[config.mk]
export PLATFORM = sky130hd
export DESIGN_NAME = fifo_wr_arbiter
export DESIGN_NICKNAME = d
export VERILOG_FILES = /design/src/rtl/fifo_arb_pkg.sv /design/src/rtl/fifo_wr_arbiter_rr_picker.sv /design/src/rtl/fifo_wr_arbiter.sv
export SDC_FILE = /design/constraint.sdc
export NUM_CORES = 1
export LEC_CHECK = 0
export ABC_AREA = 1
export CELL_PAD_IN_SITES_DETAIL_PLACEMENT = 0
export CELL_PAD_IN_SITES_GLOBAL_PLACEMENT = 1
export CORE_UTILIZATION = 25
export DETAILED_ROUTE_END_ITERATION = 8
export GPL_TIMING_DRIVEN = 0
export MAX_ROUTING_LAYER = met4
export PLACE_DENSITY = 0.84
export SYNTH_ARGS = -nofsm -noshare
export SYNTH_HDL_FRONTEND = slang
export SYNTH_SLANG_ARGS = --single-unit
export TNS_END_PERCENT = 1
[constraint.sdc]
create_clock -name clk -period 1.5 [get_ports clk]
set_input_delay 0.375 -clock clk [delete_from_list [all_inputs] [get_ports clk]]
set_output_delay 0.375 -clock clk [all_outputs]
set_load 0.02 [all_outputs]
[src/rtl/fifo_arb_pkg.sv]
// Shared widths, state encoding and sizing helper for the fifo write-port arbiter.
package fifo_arb_pkg;

    localparam int unsigned DATA_W  = 8;
    localparam int unsigned COUNT_W = 5;

    typedef enum logic {IDLE, BURST} arb_state_t;

    // Index width that stays legal (>= 1 bit) even for a single-entry range.
    function automatic int unsigned idx_width(input int unsigned n);
        return (n > 1) ? $clog2(n) : 1;
    endfunction

endpackage

[src/rtl/fifo_wr_arbiter_rr_picker.sv]
// rr_picker: combinational rotate-priority encoder; first set request at or after rr_ptr.
module rr_picker #(
    parameter int unsigned NUM_REQ = 4,
    parameter int unsigned IDX_W   = 2
) (
    input  logic [NUM_REQ-1:0] req,
    input  logic [IDX_W-1:0]   rr_ptr,
    output logic               hit,
    output logic [IDX_W-1:0]   index
);

    int unsigned    pos;
    logic [IDX_W-1:0] pos_idx;

    always_comb begin
        hit     = 1'b0;
        index   = '0;
        pos     = 0;
        pos_idx = '0;
        for (int unsigned i = 0; i < NUM_REQ; i++) begin
            pos     = (32'(rr_ptr) + i) % NUM_REQ;
            pos_idx = IDX_W'(pos);
            if (!hit && req[pos_idx]) begin
                hit   = 1'b1;
                index = pos_idx;
            end
        end
    end

endmodule

[src/rtl/fifo_wr_arbiter.sv]
// Round-robin burst arbiter for a shared 8-bit fifo write port with back-pressure.
// Optional macro FIFO_ARB_PRIO_EN: requester 0 wins every idle arbitration it takes part in.
module fifo_wr_arbiter
    import fifo_arb_pkg::*;
#(
    parameter int unsigned NUM_REQ   = 4,
    parameter int unsigned BURST_LEN = 4,
    parameter int unsigned MAX_DATA  = 16,
    localparam int unsigned IDX_W    = idx_width(NUM_REQ)
) (
    input  logic                      clk,
    input  logic                      rst_n,
    input  logic [NUM_REQ-1:0]        req_valid,
    input  logic [NUM_REQ*DATA_W-1:0] req_data,
    output logic [NUM_REQ-1:0]        req_ready,
    output logic                      fifo_wen,
    output logic [DATA_W-1:0]         fifo_wdata,
    input  logic [COUNT_W-1:0]        fifo_count,
    input  logic                      fifo_full,
    output logic [IDX_W-1:0]          grant_id,
    output logic                      busy
);

    localparam int unsigned CNT_W = idx_width(BURST_LEN);
    localparam logic [CNT_W-1:0]   LastBeat = CNT_W'(BURST_LEN - 1);
    localparam logic [COUNT_W:0]   MaxLevel = (COUNT_W + 1)'(MAX_DATA);
    localparam logic [IDX_W-1:0]   LastIdx  = IDX_W'(NUM_REQ - 1);

    arb_state_t        state_q, state_d;
    logic [IDX_W-1:0]  grant_q, grant_d;
    logic [IDX_W-1:0]  rr_ptr_q, rr_ptr_d;
    logic [CNT_W-1:0]  beat_q, beat_d;
    logic              wen_q, wen_d;
    logic [DATA_W-1:0] wdata_q, wdata_d;

    logic              pick_hit;
    logic [IDX_W-1:0]  pick_idx, sel_idx, next_ptr;
    logic [COUNT_W:0]  occupancy;
    logic              space_ok, gnt_valid, transfer;
    logic [DATA_W-1:0] gnt_data;

    rr_picker #(
        .NUM_REQ(NUM_REQ),
        .IDX_W  (IDX_W)
    ) u_picker (
        .req   (req_valid),
        .rr_ptr(rr_ptr_q),
        .hit   (pick_hit),
        .index (pick_idx)
    );

`ifdef FIFO_ARB_PRIO_EN
    assign sel_idx = req_valid[0] ? '0 : pick_idx;
`else
    assign sel_idx = pick_idx;
`endif

    // The write still in the output register is counted; a concurrent read is not.
    assign occupancy = {1'b0, fifo_count} + {{COUNT_W{1'b0}}, wen_q};
    assign space_ok  = !fifo_full && (occupancy < MaxLevel);
    assign gnt_valid = req_valid[grant_q];
    assign gnt_data  = req_data[grant_q*DATA_W +: DATA_W];
    assign next_ptr  = (grant_q == LastIdx) ? '0 : grant_q + 1'b1;

    always_comb begin
        state_d   = state_q;
        grant_d   = grant_q;
        rr_ptr_d  = rr_ptr_q;
        beat_d    = beat_q;
        wen_d     = 1'b0;
        wdata_d   = wdata_q;
        req_ready = '0;
        transfer  = 1'b0;
        unique case (state_q)
            IDLE: begin
                if (pick_hit) begin
                    grant_d = sel_idx;
                    beat_d  = '0;
                    state_d = BURST;
                end
            end
            BURST: begin
                req_ready[grant_q] = space_ok;
                transfer           = gnt_valid && space_ok;
                if (transfer) begin
                    wen_d   = 1'b1;
                    wdata_d = gnt_data;
                    beat_d  = beat_q + 1'b1;
                end
                if ((transfer && (beat_q == LastBeat)) || !gnt_valid) begin
                    state_d  = IDLE;
                    rr_ptr_d = next_ptr;
                end
            end
            default: state_d = IDLE;
        endcase
    end

    always_ff @(posedge clk or negedge rst_n) begin
        if (!rst_n) begin
            state_q  <= IDLE;
            grant_q  <= '0;
            rr_ptr_q <= '0;
            beat_q   <= '0;
            wen_q    <= 1'b0;
            wdata_q  <= '0;
        end else begin
            state_q  <= state_d;
            grant_q  <= grant_d;
            rr_ptr_q <= rr_ptr_d;
            beat_q   <= beat_d;
            wen_q    <= wen_d;
            wdata_q  <= wdata_d;
        end
    end

    assign fifo_wen   = wen_q;
    assign fifo_wdata = wdata_q;
    assign grant_id   = grant_q;
    assign busy       = (state_q == BURST);

endmodule

==> metrics.log <==
INFO  metric min_period_over_period = 1.19
INFO  metric grt.total_usage = 0.150
INFO  metric std_cell_rows = 26
INFO  metric post-place-cells = between 300 and 400
INFO  metric drt_first_pass_iters = 4
INFO  metric hp-start = fifo_wdata[6]
INFO  metric master_of_the_slowest_instance_on_the_critical_path = sky130_fd_sc_hd__dfrtp_2
INFO  metric result_of_the_run = complete, but fails checks
INFO  metric cp_cell_sequence = buf_6 -> inv_4 -> buf_8 -> buf_12 -> ha_4 -> nand2_4 -> nor2_4 -> buf_6
INFO  metric final_cell_area = 2230 um2
INFO  metric final_layout_size_suffix_gt1_frac = 0.262
INFO  metric place.port_buffers = 59
INFO  metric design.final.nets = 325
INFO  metric endpoint_kind = primary output
INFO  metric yosysSeqAreaShare = 0.300
INFO  metric final-hold-violation-count = 0
INFO  metric worst-slew-pin-transition = 0.732 ns
INFO  metric min_path_type = reg -> reg
INFO  metric grt_setup_unrepaired = true
INFO  metric grt_overflow_total = 0
INFO  metric num_antenna_cells = 0
INFO  metric netlist_area = 1330 um2
INFO  metric dp_hpwl = 2950 um
INFO  metric synth_seq_cells = 16
INFO  metric grt_first_pass_wirelength = just over 6000 um
INFO  metric grt_pass1_vias = 1,412
INFO  metric power.static_leakage = 1.12 nW
INFO  metric cts.hold.buffers_added = 0
INFO  metric final-setup-viol-count = 4
INFO  metric cts.htree.levels = 1
INFO  metric synth_area_per_cell = 6.57 um2
INFO  metric floorplan_die_height = 75.0 um
INFO  metric relSlewSlack = 0.511
INFO  metric core-area = between 5000 and 6000 um2
INFO  metric gp_congestion = 0.871
INFO  metric yosys_warnings = 0
INFO  metric final.fill_count = between 500 and 600
INFO  metric drt-vias-per-instance = 4.39
INFO  metric hold-path-endpoint = fifo_wdata[6]
INFO  metric crit_path_max_incr_delay = 0.41 ns
INFO  metric cell_variety_after_synth = 25
INFO  metric vias = 1,513
INFO  metric path_common_cell = sky130_fd_sc_hd__buf_6
INFO  metric startpoint_type_of_the_worst_setup_path = flip-flop
INFO  metric timing.final.crit_period = 1.78 ns
INFO  metric cp_data_required_time = 1.12 ns
INFO  metric r2r-end = beat_q[1]
INFO  metric final-max-slew-violation-count = 0
INFO  metric clock_sink_count = 16
INFO  metric instances_no_fill = roughly 350
INFO  metric antenna_violating_nets_post_route = 0
INFO  metric setup_ws = -0.284 ns
INFO  metric cts-root-to-sink-buffers = 2
INFO  metric worst_hold_path_depth = 2
INFO  metric achievable-frequency = around 560 MHz
INFO  metric clock_tree_from_tritoncts = built
INFO  metric power_per_cell_area = between 1500 and 2000 nW/um2
INFO  metric grt_start_max_net_pins = 17
INFO  metric num_io_pins = 60
INFO  metric detail_route.drc_violations = 0
INFO  metric placement.cell_area = 2070 um2
INFO  metric number_of_antenna_violations_at_the_first_check_in_global_routing = 0
INFO  metric clk_latency = 0.24 ns
INFO  metric criticalPathCategory = reg -> out
INFO  metric netlist_instances = 203
INFO  metric critical_path_arrival = 1.41 ns
INFO  metric drt_iter0_markers = 42
INFO  metric area_growth_syn_to_layout = 67.4%
INFO  metric syn_nets = 252
INFO  metric path_clk_slew = 0.07 ns
INFO  metric finClkSkew = 0.00153 ns
INFO  metric design.die.area = approximately 5600 um2
INFO  metric floorplan.die.width = 75.0 um
INFO  metric violations = negative setup slack
INFO  metric power.ir.vdd_worst = 646 uV
INFO  metric timing.critical_path.fanout_max = 3
INFO  metric drt_wl_total = 3890 um
INFO  metric tritoncts_buffer_count = 3
INFO  metric floorplan.initialDensity = 0.261
INFO  metric route.detailed.wl_per_inst = 11.3 um
INFO  metric regToRegStartpoint = grant_id[1]
INFO  metric tns = -0.913 ns
INFO  metric timing.reg2reg.setup_slack = 0.02 ns
INFO  metric rr_worst_depth = 8
INFO  metric maximum_capacitance_violations = 0
INFO  metric cts-root-buf = sky130_fd_sc_hd__clkbuf_8
[critical path: cells and delay by family, from the launching register on]
kind                       cells  cell delay [ns]
buffers and inverters          5             0.49
DFF                            1             0.41
adders and majority gates      1             0.14
and+or+nand+nor                2             0.12
[sequential cells by signal (all words and copies together) (netlist names)]
| name | flops |
|---|---|
| fifo_wdata | 8 |
| beat_q | 2 |
| rr_ptr_q | 2 |
| grant_id | 2 |
| busy | 1 |
| fifo_wen | 1 |
[kinds of logic after synthesis]
family / Yosys count / share of synthesized area
flip-flops: 16 / 0.300
adder cells (fa/ha/maj): 5 / 0.0469
buffers and inverters: 25 / 0.0957
AND/OR/NAND/NOR: 127 / 0.429
AO/OA/AOI/OAI: 30 / 0.129
[area by class of cell]
cell class / instances / area, um2 / area share
Multi-Input combinational cell: 162 / 893 / 0.400
Timing Repair Buffer: 68 / 636 / 0.285
Sequential cell: 16 / 404 / 0.181
Buffer: 8 / 88.8 / 0.0398
Tap cell: 70 / 87.6 / 0.0392
Inverter: 17 / 68.8 / 0.0308
Clock buffer: 4 / 55.1 / 0.0246
[synth_stat cells]
master                     count  area (um2)
sky130_fd_sc_hd__nand2_1      72         270
sky130_fd_sc_hd__nor2_1       26        97.6
sky130_fd_sc_hd__dfrtp_1      16         400
sky130_fd_sc_hd__o21ai_0      16        80.1
sky130_fd_sc_hd__inv_1        11        41.3
sky130_fd_sc_hd__nand3_1      10        50.1
sky130_fd_sc_hd__nand2_2       8        50.1
sky130_fd_sc_hd__o22ai_1       8        50.1
sky130_fd_sc_hd__inv_2         6        22.5
sky130_fd_sc_hd__ha_1          5        62.6
sky130_fd_sc_hd__buf_6         3        33.8
sky130_fd_sc_hd__a21oi_1       2        10.0
sky130_fd_sc_hd__buf_2         2        10.0
sky130_fd_sc_hd__buf_4         2        15.0
sky130_fd_sc_hd__nand2_4       2        22.5
sky130_fd_sc_hd__nand3_2       2        20.0
sky130_fd_sc_hd__nand4_1       2        12.5
sky130_fd_sc_hd__nor2_2        2        12.5
sky130_fd_sc_hd__o21ai_2       2        17.5
sky130_fd_sc_hd__a31oi_1       1        6.26
sky130_fd_sc_hd__and2_2        1        7.51
sky130_fd_sc_hd__clkbuf_2      1        5.00
sky130_fd_sc_hd__nand3_4       1        17.5
sky130_fd_sc_hd__nor2_4        1        11.3
sky130_fd_sc_hd__o31ai_1       1        7.51
[what timing repair did]
item                                   CTS  global route
gates resized for setup                 54            11
buffers inserted                         9             0
pin swaps                                8             3
endpoints found under the hold margin    0             0
setup endpoints to repair               31            17
[where the power goes]
part / internal (W) / total (W) / switching [W]
Sequential: 0.000631 / 0.000782 / 0.000150
Combinational: 0.00112 / 0.00273 / 0.00161
Clock: 0.000233 / 0.000384 / 0.000151
[layer usage]
layer	GRT usage	wire, um
met1	0.188	1730
met5	-	0
met2	0.255	1910
met3	0.0228	234
met4	0.0314	17
[how the worst max path moves through the flow]
stage,startpoint,to,slack (ns),cells past startpoint
2_1_floorplan,grant_id[0],req_ready[2],-0.12,7
3_3_place_gp,fifo_count[3],req_ready[2],-0.92,7
3_5_place_dp,fifo_count[2],req_ready[2],-0.92,7
4_1_cts,grant_id[0],req_ready[0],-0.29,8
5_1_grt,grant_id[0],req_ready[2],-0.34,8
6_report,grant_id[0],req_ready[0],-0.28,8
[through the flow]
stage          setup WS (ns)  utilization  total power, W  hold slack, ns
2_1_floorplan         -0.123            -         0.00259          0.0794
3_3_place_gp          -0.917        0.406         0.00339           0.464
3_5_place_dp          -0.917        0.406         0.00342           0.469
4_1_cts               -0.293        0.432         0.00390           0.479
5_1_grt               -0.338        0.437         0.00425           0.503
6_report              -0.284        0.437         0.00389           0.473
[cell usage in the layout, fill, tap and decap left out, types with 6 or more instances in the layout]
cell type and instances:
sky130_fd_sc_hd__nand2_1 67, sky130_fd_sc_hd__clkdlybuf4s50_1 34, sky130_fd_sc_hd__nor2_1 23, sky130_fd_sc_hd__dlygate4sd2_1 18, sky130_fd_sc_hd__o21ai_0 16, sky130_fd_sc_hd__dfrtp_1 13, sky130_fd_sc_hd__nand2_2 11, sky130_fd_sc_hd__inv_2 9
sky130_fd_sc_hd__nand3_1 9, sky130_fd_sc_hd__buf_4 9, sky130_fd_sc_hd__o22ai_1 8, sky130_fd_sc_hd__buf_6 7, sky130_fd_sc_hd__inv_1 6
Power figures use the tool's default switching activity.
